==> src/rtl/bus_arbiter_2to1_pkg.sv <==
// bus_arbiter_2to1_pkg: OCP command/response encodings and arbiter types
// Contents:
//   Ocp_cmd                  master command encoding (IDLE/WR/RD)
//   Ocp_resp                 slave response encoding (NULL/DVA/FAIL/ERR)
//   Master_id                index of an upstream master (0 or 1)
//   BUS_ARB_MAX_OUTSTANDING  default depth of the response-order FIFO
package bus_arbiter_2to1_pkg;
    typedef enum logic [2:0] {IDLE = 3'd0, WR = 3'd1, RD = 3'd2} Ocp_cmd;
    typedef enum logic [1:0] {NULL = 2'd0, DVA = 2'd1, FAIL = 2'd2, ERR = 2'd3} Ocp_resp;
    typedef logic Master_id;
    localparam int BUS_ARB_MAX_OUTSTANDING = 4;
endpackage

==> src/rtl/Bus_if.sv <==
// Bus_if: OCP-style request/response bundle between one master and one slave
// Signals:
//   MCmd/MAddr/MData/MDataValid/MByteEn  request, driven by the master
//   SCmdAccept/SDataAccept               request handshake, driven by the slave
//   SResp/SData                          response, driven by the slave
//   MRespAccept                          response handshake, driven by the master
//   MReset_n                             reset forwarded by the master
interface Bus_if #(
    parameter int DATA_WIDTH = 32,
    parameter int ADDR_WIDTH = 32
);
    import bus_arbiter_2to1_pkg::*;
    Ocp_cmd                  MCmd;
    logic [ADDR_WIDTH-1:0]   MAddr;
    logic [DATA_WIDTH-1:0]   MData;
    logic                    MDataValid;
    logic [DATA_WIDTH/8-1:0] MByteEn;
    logic                    SCmdAccept;
    logic                    SDataAccept;
    Ocp_resp                 SResp;
    logic [DATA_WIDTH-1:0]   SData;
    logic                    MRespAccept;
    logic                    MReset_n;
    modport master (
        output MCmd, MAddr, MData, MDataValid, MByteEn, MRespAccept, MReset_n,
        input  SCmdAccept, SDataAccept, SResp, SData
    );
    modport slave (
        input  MCmd, MAddr, MData, MDataValid, MByteEn, MRespAccept, MReset_n,
        output SCmdAccept, SDataAccept, SResp, SData
    );
endinterface

==> src/rtl/bus_arb_order_fifo.sv <==
// bus_arb_order_fifo: records which master issued each accepted command, oldest first
// Ports:
//   Clk, MReset_n  clock and synchronous active-low reset
//   push, push_id  append the id of a newly accepted command
//   pop            retire the oldest id (its response has been taken)
//   full, empty    derived from the registered occupancy only
//   head           id of the oldest outstanding command
module bus_arb_order_fifo
    import bus_arbiter_2to1_pkg::*;
#(
    parameter int DEPTH = BUS_ARB_MAX_OUTSTANDING
) (
    input  logic     Clk,
    input  logic     MReset_n,
    input  logic     push,
    input  Master_id push_id,
    input  logic     pop,
    output logic     full,
    output logic     empty,
    output Master_id head
);
    localparam int AW = $clog2(DEPTH);
    localparam int CW = AW + 1;
    Master_id mem [DEPTH];
    logic [AW-1:0] wr_ptr, rd_ptr;
    logic [CW-1:0] count;
    assign full  = count == CW'(DEPTH);
    assign empty = count == '0;
    assign head  = mem[rd_ptr];
    always_ff @(posedge Clk) begin
        if (!MReset_n) begin
            wr_ptr <= '0;
            rd_ptr <= '0;
            count  <= '0;
        end else begin
            if (push) begin
                mem[wr_ptr] <= push_id;
                wr_ptr      <= wr_ptr + AW'(1);
            end
            if (pop) rd_ptr <= rd_ptr + AW'(1);
            count <= count + CW'(push) - CW'(pop);
        end
    end
`ifndef SYNTHESIS
    always @(posedge Clk) begin
        if (MReset_n) begin
            assert (!(push && full)) else $error("order fifo: push while full");
            assert (!(pop && empty)) else $error("order fifo: pop while empty");
        end
    end
`endif
endmodule

==> src/rtl/bus_arbiter_2to1.sv <==
// bus_arbiter_2to1: round-robin merge of two OCP masters onto one slave with in-order response return
// Ports:
//   Clk, MReset_n  clock and synchronous active-low reset
//   m0, m1         upstream masters (m0 wins the first contested arbitration after reset)
//   out            downstream slave side (feeds the bus delay stage)
module bus_arbiter_2to1
    import bus_arbiter_2to1_pkg::*;
#(
    parameter int MAX_OUTSTANDING = BUS_ARB_MAX_OUTSTANDING,
    parameter int DATA_WIDTH      = 32,
    parameter int ADDR_WIDTH      = 32
) (
    input logic  Clk,
    input logic  MReset_n,
    Bus_if.slave  m0,
    Bus_if.slave  m1,
    Bus_if.master out
);
    logic req0, req1, present, accept, resp_valid, routed, pop, full, empty, lock;
    Master_id grant, last_grant, lock_id, head;
    Ocp_cmd sel_cmd;
    logic [ADDR_WIDTH-1:0]   sel_addr;
    logic [DATA_WIDTH-1:0]   sel_data;
    logic [DATA_WIDTH/8-1:0] sel_be;
    logic sel_dv;
    always_comb begin
        req0  = m0.MCmd != IDLE;
        req1  = m1.MCmd != IDLE;
        // a stalled request keeps its grant; otherwise round-robin on contention
        grant = lock ? lock_id : (req0 && req1) ? ~last_grant : Master_id'(req1);
        sel_cmd  = grant ? m1.MCmd       : m0.MCmd;
        sel_addr = grant ? m1.MAddr      : m0.MAddr;
        sel_data = grant ? m1.MData      : m0.MData;
        sel_be   = grant ? m1.MByteEn    : m0.MByteEn;
        sel_dv   = grant ? m1.MDataValid : m0.MDataValid;
        present  = MReset_n && (grant ? req1 : req0) && !full;
        accept   = present && out.SCmdAccept;
        out.MCmd       = present ? sel_cmd : IDLE;
        out.MAddr      = sel_addr;
        out.MData      = sel_data;
        out.MByteEn    = sel_be;
        out.MDataValid = sel_dv;
        out.MReset_n   = MReset_n;
        m0.SCmdAccept  = accept && !grant;
        m0.SDataAccept = accept && !grant;
        m1.SCmdAccept  = accept && grant;
        m1.SDataAccept = accept && grant;
        resp_valid = out.SResp != NULL;
        routed     = MReset_n && resp_valid && !empty;
        m0.SResp   = (routed && !head) ? out.SResp : NULL;
        m1.SResp   = (routed && head) ? out.SResp : NULL;
        m0.SData   = out.SData;
        m1.SData   = out.SData;
        // with nothing outstanding a stray response is swallowed rather than stalling the slave
        out.MRespAccept = MReset_n && (empty || (head ? m1.MRespAccept : m0.MRespAccept));
        pop = routed && out.MRespAccept;
    end
    always_ff @(posedge Clk) begin
        if (!MReset_n) begin
            last_grant <= 1'b1;
            lock       <= 1'b0;
            lock_id    <= 1'b0;
        end else if (accept) begin
            last_grant <= grant;
            lock       <= 1'b0;
        end else if (present) begin
            lock    <= 1'b1;
            lock_id <= grant;
        end
    end
    bus_arb_order_fifo #(.DEPTH(MAX_OUTSTANDING)) u_order_fifo (
        .Clk      (Clk),
        .MReset_n (MReset_n),
        .push     (accept),
        .push_id  (grant),
        .pop      (pop),
        .full     (full),
        .empty    (empty),
        .head     (head)
    );
`ifndef SYNTHESIS
    Master_id prev_grant;
    always @(posedge Clk) begin
        prev_grant <= grant;
        if (MReset_n) begin
            assert (!(resp_valid && empty)) else $error("arbiter: response with no outstanding command");
            assert (!lock || grant == prev_grant) else $error("arbiter: grant moved during a held request");
        end
    end
`endif
endmodule
==> src/flat_wrapper.sv <==
// flat-port wrapper written by rule: the top's interface ports become plain ports
module bus_arbiter_2to1_flat import bus_arbiter_2to1_pkg::*;
#(
    parameter int MAX_OUTSTANDING = BUS_ARB_MAX_OUTSTANDING,
    parameter int DATA_WIDTH      = 32,
    parameter int ADDR_WIDTH      = 32
)
  (Clk, MReset_n, m0_MCmd, m0_MAddr, m0_MData, m0_MDataValid, m0_MByteEn, m0_MRespAccept, m0_MReset_n, m0_SCmdAccept, m0_SDataAccept, m0_SResp, m0_SData, m1_MCmd, m1_MAddr, m1_MData, m1_MDataValid, m1_MByteEn, m1_MRespAccept, m1_MReset_n, m1_SCmdAccept, m1_SDataAccept, m1_SResp, m1_SData, out_MCmd, out_MAddr, out_MData, out_MDataValid, out_MByteEn, out_MRespAccept, out_MReset_n, out_SCmdAccept, out_SDataAccept, out_SResp, out_SData);
  Bus_if #(.DATA_WIDTH(DATA_WIDTH), .ADDR_WIDTH(ADDR_WIDTH)) m0_i ();
  Bus_if #(.DATA_WIDTH(DATA_WIDTH), .ADDR_WIDTH(ADDR_WIDTH)) m1_i ();
  Bus_if #(.DATA_WIDTH(DATA_WIDTH), .ADDR_WIDTH(ADDR_WIDTH)) out_i ();
  input logic Clk;
  input logic MReset_n;
  input wire logic [$bits(m0_i.MCmd)-1:0] m0_MCmd;
  input wire logic [$bits(m0_i.MAddr)-1:0] m0_MAddr;
  input wire logic [$bits(m0_i.MData)-1:0] m0_MData;
  input wire logic [$bits(m0_i.MDataValid)-1:0] m0_MDataValid;
  input wire logic [$bits(m0_i.MByteEn)-1:0] m0_MByteEn;
  input wire logic [$bits(m0_i.MRespAccept)-1:0] m0_MRespAccept;
  input wire logic [$bits(m0_i.MReset_n)-1:0] m0_MReset_n;
  output wire logic [$bits(m0_i.SCmdAccept)-1:0] m0_SCmdAccept;
  output wire logic [$bits(m0_i.SDataAccept)-1:0] m0_SDataAccept;
  output wire logic [$bits(m0_i.SResp)-1:0] m0_SResp;
  output wire logic [$bits(m0_i.SData)-1:0] m0_SData;
  input wire logic [$bits(m1_i.MCmd)-1:0] m1_MCmd;
  input wire logic [$bits(m1_i.MAddr)-1:0] m1_MAddr;
  input wire logic [$bits(m1_i.MData)-1:0] m1_MData;
  input wire logic [$bits(m1_i.MDataValid)-1:0] m1_MDataValid;
  input wire logic [$bits(m1_i.MByteEn)-1:0] m1_MByteEn;
  input wire logic [$bits(m1_i.MRespAccept)-1:0] m1_MRespAccept;
  input wire logic [$bits(m1_i.MReset_n)-1:0] m1_MReset_n;
  output wire logic [$bits(m1_i.SCmdAccept)-1:0] m1_SCmdAccept;
  output wire logic [$bits(m1_i.SDataAccept)-1:0] m1_SDataAccept;
  output wire logic [$bits(m1_i.SResp)-1:0] m1_SResp;
  output wire logic [$bits(m1_i.SData)-1:0] m1_SData;
  output wire logic [$bits(out_i.MCmd)-1:0] out_MCmd;
  output wire logic [$bits(out_i.MAddr)-1:0] out_MAddr;
  output wire logic [$bits(out_i.MData)-1:0] out_MData;
  output wire logic [$bits(out_i.MDataValid)-1:0] out_MDataValid;
  output wire logic [$bits(out_i.MByteEn)-1:0] out_MByteEn;
  output wire logic [$bits(out_i.MRespAccept)-1:0] out_MRespAccept;
  output wire logic [$bits(out_i.MReset_n)-1:0] out_MReset_n;
  input wire logic [$bits(out_i.SCmdAccept)-1:0] out_SCmdAccept;
  input wire logic [$bits(out_i.SDataAccept)-1:0] out_SDataAccept;
  input wire logic [$bits(out_i.SResp)-1:0] out_SResp;
  input wire logic [$bits(out_i.SData)-1:0] out_SData;
  assign m0_i.MCmd = m0_MCmd;
  assign m0_i.MAddr = m0_MAddr;
  assign m0_i.MData = m0_MData;
  assign m0_i.MDataValid = m0_MDataValid;
  assign m0_i.MByteEn = m0_MByteEn;
  assign m0_i.MRespAccept = m0_MRespAccept;
  assign m0_i.MReset_n = m0_MReset_n;
  assign m0_SCmdAccept = m0_i.SCmdAccept;
  assign m0_SDataAccept = m0_i.SDataAccept;
  assign m0_SResp = m0_i.SResp;
  assign m0_SData = m0_i.SData;
  assign m1_i.MCmd = m1_MCmd;
  assign m1_i.MAddr = m1_MAddr;
  assign m1_i.MData = m1_MData;
  assign m1_i.MDataValid = m1_MDataValid;
  assign m1_i.MByteEn = m1_MByteEn;
  assign m1_i.MRespAccept = m1_MRespAccept;
  assign m1_i.MReset_n = m1_MReset_n;
  assign m1_SCmdAccept = m1_i.SCmdAccept;
  assign m1_SDataAccept = m1_i.SDataAccept;
  assign m1_SResp = m1_i.SResp;
  assign m1_SData = m1_i.SData;
  assign out_MCmd = out_i.MCmd;
  assign out_MAddr = out_i.MAddr;
  assign out_MData = out_i.MData;
  assign out_MDataValid = out_i.MDataValid;
  assign out_MByteEn = out_i.MByteEn;
  assign out_MRespAccept = out_i.MRespAccept;
  assign out_MReset_n = out_i.MReset_n;
  assign out_i.SCmdAccept = out_SCmdAccept;
  assign out_i.SDataAccept = out_SDataAccept;
  assign out_i.SResp = out_SResp;
  assign out_i.SData = out_SData;
  bus_arbiter_2to1 #(.MAX_OUTSTANDING(MAX_OUTSTANDING), .DATA_WIDTH(DATA_WIDTH), .ADDR_WIDTH(ADDR_WIDTH)) u_core (.Clk(Clk), .MReset_n(MReset_n), .m0(m0_i), .m1(m1_i), .out(out_i));
endmodule
==> config.mk <==
export PLATFORM = sky130hd
export DESIGN_NAME = bus_arbiter_2to1_flat
export DESIGN_NICKNAME = d
export VERILOG_FILES = /design/src/rtl/bus_arbiter_2to1_pkg.sv /design/src/rtl/Bus_if.sv /design/src/rtl/bus_arb_order_fifo.sv /design/src/rtl/bus_arbiter_2to1.sv /design/src/flat_wrapper.sv
export SDC_FILE = /design/constraint.sdc
export NUM_CORES = 1
export LEC_CHECK = 0
export ABC_AREA = 1
export CAP_MARGIN = 5
export CORE_AREA = 3 3 127 129
export CTS_BUF_LIST = sky130_fd_sc_hd__clkbuf_8
export DETAILED_ROUTE_END_ITERATION = 16
export DIE_AREA = 0 0 130 132
export PLACE_DENSITY = 0.59
export SLEW_MARGIN = 5
export SYNTH_ARGS = -nofsm -noshare
export SYNTH_HDL_FRONTEND = slang
export SYNTH_HIERARCHICAL = 1
export SYNTH_SLANG_ARGS = --single-unit
==> constraint.sdc <==
create_clock -name Clk -period 2 [get_ports Clk]
set_input_delay 0.5 -clock Clk [delete_from_list [all_inputs] [get_ports Clk]]
set_output_delay 0.5 -clock Clk [all_outputs]
set_load 0.03 [all_outputs]
# == Yosys cells after proc, flatten, opt, wreduce, memory -nomap -nowiden ==
# Memory sizes are Yosys's and may differ from the RTL's. A register that Yosys moved wholly into a read port is not among the register bits.
# Cells that the tools add are included.
# op_classes
n_bitwise,3
n_eq_ne,1
addsub,4
mux,17
reduce_logical,23
# op_table
operator,n
$mux 32,2
$logic_and 1x1->1,12
$mux 1,8
$mux 2,4
$mux 3,2
$reduce_bool 3->1,2
$add 2x1->2 const B,2
$logic_not 1->1,4
$mux 4,1
$add 3x1->3,1
$eq 3x3->1 const B,1
$logic_not 3->1,1
$not 1->1,3
$sub 3x1->3,1
$reduce_and 2->1,1
$reduce_bool 2->1,1
$reduce_or 2->1,1
$logic_or 1x1->1,1
# word_totals
in_bits,186
register_bits,10
ram_bits,4
word_cells,55
mem_count,1
# mem_list
memory,words,width,rd,rd_clocked_by_memory_dff,write_ports,line_no,source
u_core.u_order_fifo.mem,4,1,1,1,1,bus_arb_order_fifo.sv:24,Master_id mem [DEPTH];

# == Longest topological paths before layout ==
# logic_depth
ltp_word,11
ltp_mapped,15
mapped_depth_nobuf,15

# == By module ==
# The synthesis kept the hierarchy.
# modules_own_cells
module,n_inst,area_per_inst_um2,cells_per_inst
bus_arbiter_2to1,1,1731.7,355
bus_arb_order_fifo,1,593.1,67

# == Least setup slack after synthesis ==
# No wires, ideal clock.
# synth_timing
kind,input-to-output
from,input m0_MCmd[2]
to,output m0_SDataAccept
arrival_time_ns,1.693
cell_stages,10
n_path_buf,1
setup_slack_ns,-0.193
path_cell_list,nor2_1 nand2_1 nand2_1 nand2_1 nand3_1 nand3_1 inv_1 nand2_1 inv_1 buf_4
# synth_between
elab_chain_len,9
# synth_lines
element,line_no,source
start: declaration,flat_wrapper.sv:14,input wire logic [$bits(m0_i.MCmd)-1:0] m0_MCmd;
$reduce_bool 3->1 *,bus_arbiter_2to1.sv:27,req0 = m0.MCmd != IDLE;
$logic_and 1x1->1,bus_arbiter_2to1.sv:30,grant = lock ? lock_id : (req0 && req1) ? ~last_grant : Master_id'(req1);
$mux 1 (2 in a row),bus_arbiter_2to1.sv:30,
$mux 1 *,bus_arbiter_2to1.sv:36,present = MReset_n && (grant ? req1 : req0) && !full;
$logic_and 1x1->1 * (2 in a row),bus_arbiter_2to1.sv:36,
$logic_and 1x1->1 *,bus_arbiter_2to1.sv:37,accept = present && out.SCmdAccept;
net u_core.accept,bus_arbiter_2to1.sv:19,"logic req0, req1, present, accept, resp_valid, routed, pop, full, empty, lock;"
$logic_and 1x1->1 *,--,
end: declaration,flat_wrapper.sv:22,output wire logic [$bits(m0_i.SDataAccept)-1:0] m0_SDataAccept;
# Mark *: on every way through the listed nets, which the timed path passes. The rest lies on a longest branch.

# == Final worst setup path ==
# layout_timing
from,input m1_MCmd[0]
to,output out_MData[1]
# layout_between
elab_chain_len,5
# layout_lines
element,line_no,source
start: declaration,flat_wrapper.sv:25,input wire logic [$bits(m1_i.MCmd)-1:0] m1_MCmd;
$reduce_bool 3->1 *,bus_arbiter_2to1.sv:28,req1 = m1.MCmd != IDLE;
$logic_and 1x1->1,bus_arbiter_2to1.sv:30,
$mux 1 * (2 in a row),bus_arbiter_2to1.sv:30,
$mux 32 *,bus_arbiter_2to1.sv:33,sel_data = grant ? m1.MData : m0.MData;
end: declaration,flat_wrapper.sv:38,output wire logic [$bits(out_i.MData)-1:0] out_MData;
# Mark *: on every way between the ends. The rest lies on a longest branch, timed or not.

==> impl_metrics.toml <==
[status]
outcome = "finished, violations left"
violations = "negative setup slack"

[drt]
vias = 3378
wl_um = 14200
wl_met3_um = 1519
drt_iter0_markers = 78
drc_errors = 0
m1WireLength_um = 5525
routed.top_layer = "met4"
final_antenna_net_count = 0
wl_met2_um = 7077
wl_per_cell_um = 16.97
vias_per_cell = 4.036
firstDrtPassIters = 4

[clock_tree]
clockBufferDepth = 2
postCtsHoldBufs = 0
cts.sinks = 16
htree_levels = 1
cts_tree = "yes"
cts_inserted_buffers = 3
clk_latency_ns = 0.25
clkTransAtPathRegs_ns = 0.06
cts_root_buf = "clkbuf_8"

[yosys]
yosys_register_bits = 16
synth_top_family_by_area = "simple AND/OR/NAND/NOR gates"
synth_top_area_share_pct = 37.94
seq_area_frac_synth_pct = 15.50
synth_compound_area_share_pct = 5.382
synth.area.mux_share_pct = 0
synth-warning-count = 6
syn_area_sq_mm = 0.002325
synth_area_leaders = "nand2_1 (38%), buf_4 (22%), dfxtp_1 (10%)"
yosys.area_share.simple_pct = 43.22
netlist_instances = 422
syn_area_per_cell_sq_um = 5.509
synth_xor_area_share_pct = 0
yosys.area.top_type = "nand2_1"
synth_fa_ha_area_share_pct = 4.090
synth.distinct_cells = 19
synth_fp_nets = 615

[grt]
grt_start_max_net_pins = 15
grt_pass1_wl_um = 19800
antenna_found_initial = 0
grt_pass1_vias = 3476
grt_usage_pct = 14.66
grt-ovfl-total = 0

[timing]
worst_slew_pin_slew_ns = 0.2432
rsz0062_at_grt = "true"
hold_violations = 0
slew_violations = 0
finClkSkew_ns = 0.002627
setup_viol = 78
fin_crit_sh_pct = 117.6
relSlewSlack_pct = 83.71
min_period_ns = 2.353
max_freq_mhz = 425.0
setup_slack_ns = -0.3528

[finish]
final_util_pct = 43.82
num-nets-final = 843
diodes = 0
drive_above_1_share_pct = 55.78
num-fill-cells = 1439
area_growth_pct = 185.5

[setup_path]
start_kind = "primary input"
end_kind = "primary output"
crit_fanout = 5
cp.arrival_ns = 1.85
critical_path_required_ns = 1.50
worstSetupPathType = "primary input to primary output"

[power]
leakagePower_nw = 3.077
pwr_density_cell_mw_per_mm2 = 734.4
power_mw = 4.875
peakVddDrop_mv = 0.4670

[die]
ios = 332
dieArea_sq_mm = 0.01716
initial_core_util_pct = 15.35
fp.dieW_um = 130
fp.coreArea_sq_mm = 0.01515
rows = 45
chipHeight_um = 132

[flow_run]
maxCapViolCount = 0

[placed_design]
dp_hpwl_um = 9634
port_buffers = 232
gp_congestion = 0.7949

[worst_hold_path]
hp-class = "register to register"
==> path summary, 6_finish.rpt <==
path | depth (start not counted) | start | slack, ns | to
max | 12 | m1_MCmd[0] | -0.35 | out_MData[1]
min | 2 | u_core/u_order_fifo/rd_ptr[1] | 0.49 | u_core/u_order_fifo/rd_ptr[1]
max reg2reg | 12 | u_core/u_order_fifo/mem[2] | -0.15 | u_core/u_order_fifo/count[1]
min reg2reg | 2 | u_core/u_order_fifo/rd_ptr[1] | 0.49 | u_core/u_order_fifo/rd_ptr[1]
==> power breakdown <==
group / switching [mW] / internal [mW]
Sequential: 0.0596 / 0.404
Combinational: 2.05 / 2.11
Clock: 0.108 / 0.136
Total: 2.22 / 2.65
==> routing by layer <==
layer,track usage [%],up-vias
li1,-,1665
met1,17.94,1502
met2,25.82,203
met3,5.592,8
met4,0.2309,0
met5,0,-
==> per-stage QoR <==
step / setup slack [ns] / hold slack (ns) / TNS [ns] / area [sq um] / instances
2_1_floorplan: -0.06230 / 0.4356 / -0.1016 / 2379 / 422
3_3_place_gp: -0.7207 / 0.4513 / -52.66 / 4716 / 796
3_5_place_dp: -0.7138 / 0.4526 / -52.47 / 4716 / 796
4_1_cts: -0.3444 / 0.4705 / -21.23 / 6311 / 831
5_1_grt: -0.3917 / 0.5268 / -24.83 / 6638 / 837
6_report: -0.3528 / 0.4859 / -21.48 / 6638 / 837
==> cell usage in the layout, fill, tap and decap left out, drive strengths merged <==
master | Yosys | final
o211ai | 2 | 2
fa | 1 | 1
clkinv | 0 | 1
buf | 82 | 160
nand3 | 6 | 6
nor3 | 3 | 3
inv | 34 | 34
clkbuf | 0 | 5
dlygate4sd2 | 0 | 2
nand2 | 235 | 235
dfxtp | 12 | 12
nor2 | 14 | 14
a21oi | 13 | 13
clkdlybuf4s50 | 0 | 141
nand4 | 4 | 4
edfxtp | 4 | 4
o21ai | 6 | 6
ha | 6 | 6
==> area by class of cell <==
cell class	count	area, sq um	area share [%]
inverters	34	132.6	1.998
multi-input cells	290	2233	33.65
flip-flops and latches	16	367.9	5.542
clock inverters	1	3.754	0.05655
well taps	188	235.2	3.544
clock buffers	3	41.29	0.6221
repair buffers	305	3623	54.59
==> cells in the mapped netlist, drive strengths merged <==
| cell type | count |
|---|---|
| o211ai | 2 |
| nand4 | 4 |
| a21oi | 13 |
| nand3 | 6 |
| o21ai | 6 |
| nor2 | 14 |
| edfxtp | 4 |
| nor3 | 3 |
| dfxtp | 12 |
| inv | 34 |
| ha | 6 |
| nand2 | 235 |
| fa | 1 |
| buf | 82 |
==> cells by family after synthesis <==
logic type,Yosys count
AND/OR/NAND/NOR,262
buffers and inverters,116
AO/OA/AOI/OAI,21
flip-flops,16
adder cells (fa/ha/maj),7
==> critical path, stage by stage <==
cell,delay [ns]
buf_6,0.10
nor2_4,0.12
a21oi_2,0.07
buf_4,0.14
a21oi_4,0.14
buf_12,0.14
buf_12,0.11
buf_12,0.13
clkbuf_16,0.16
nand2_2,0.05
nand2_2,0.06
buf_6,0.13
==> repair_timing <==
item,CTS,global route
gates resized for setup,344,83
pin swaps,67,80
endpoints found under the setup margin,88,88
setup buffers,22,13
gates cloned,11,1
Note: power is estimated with default switching activity, not from simulation.
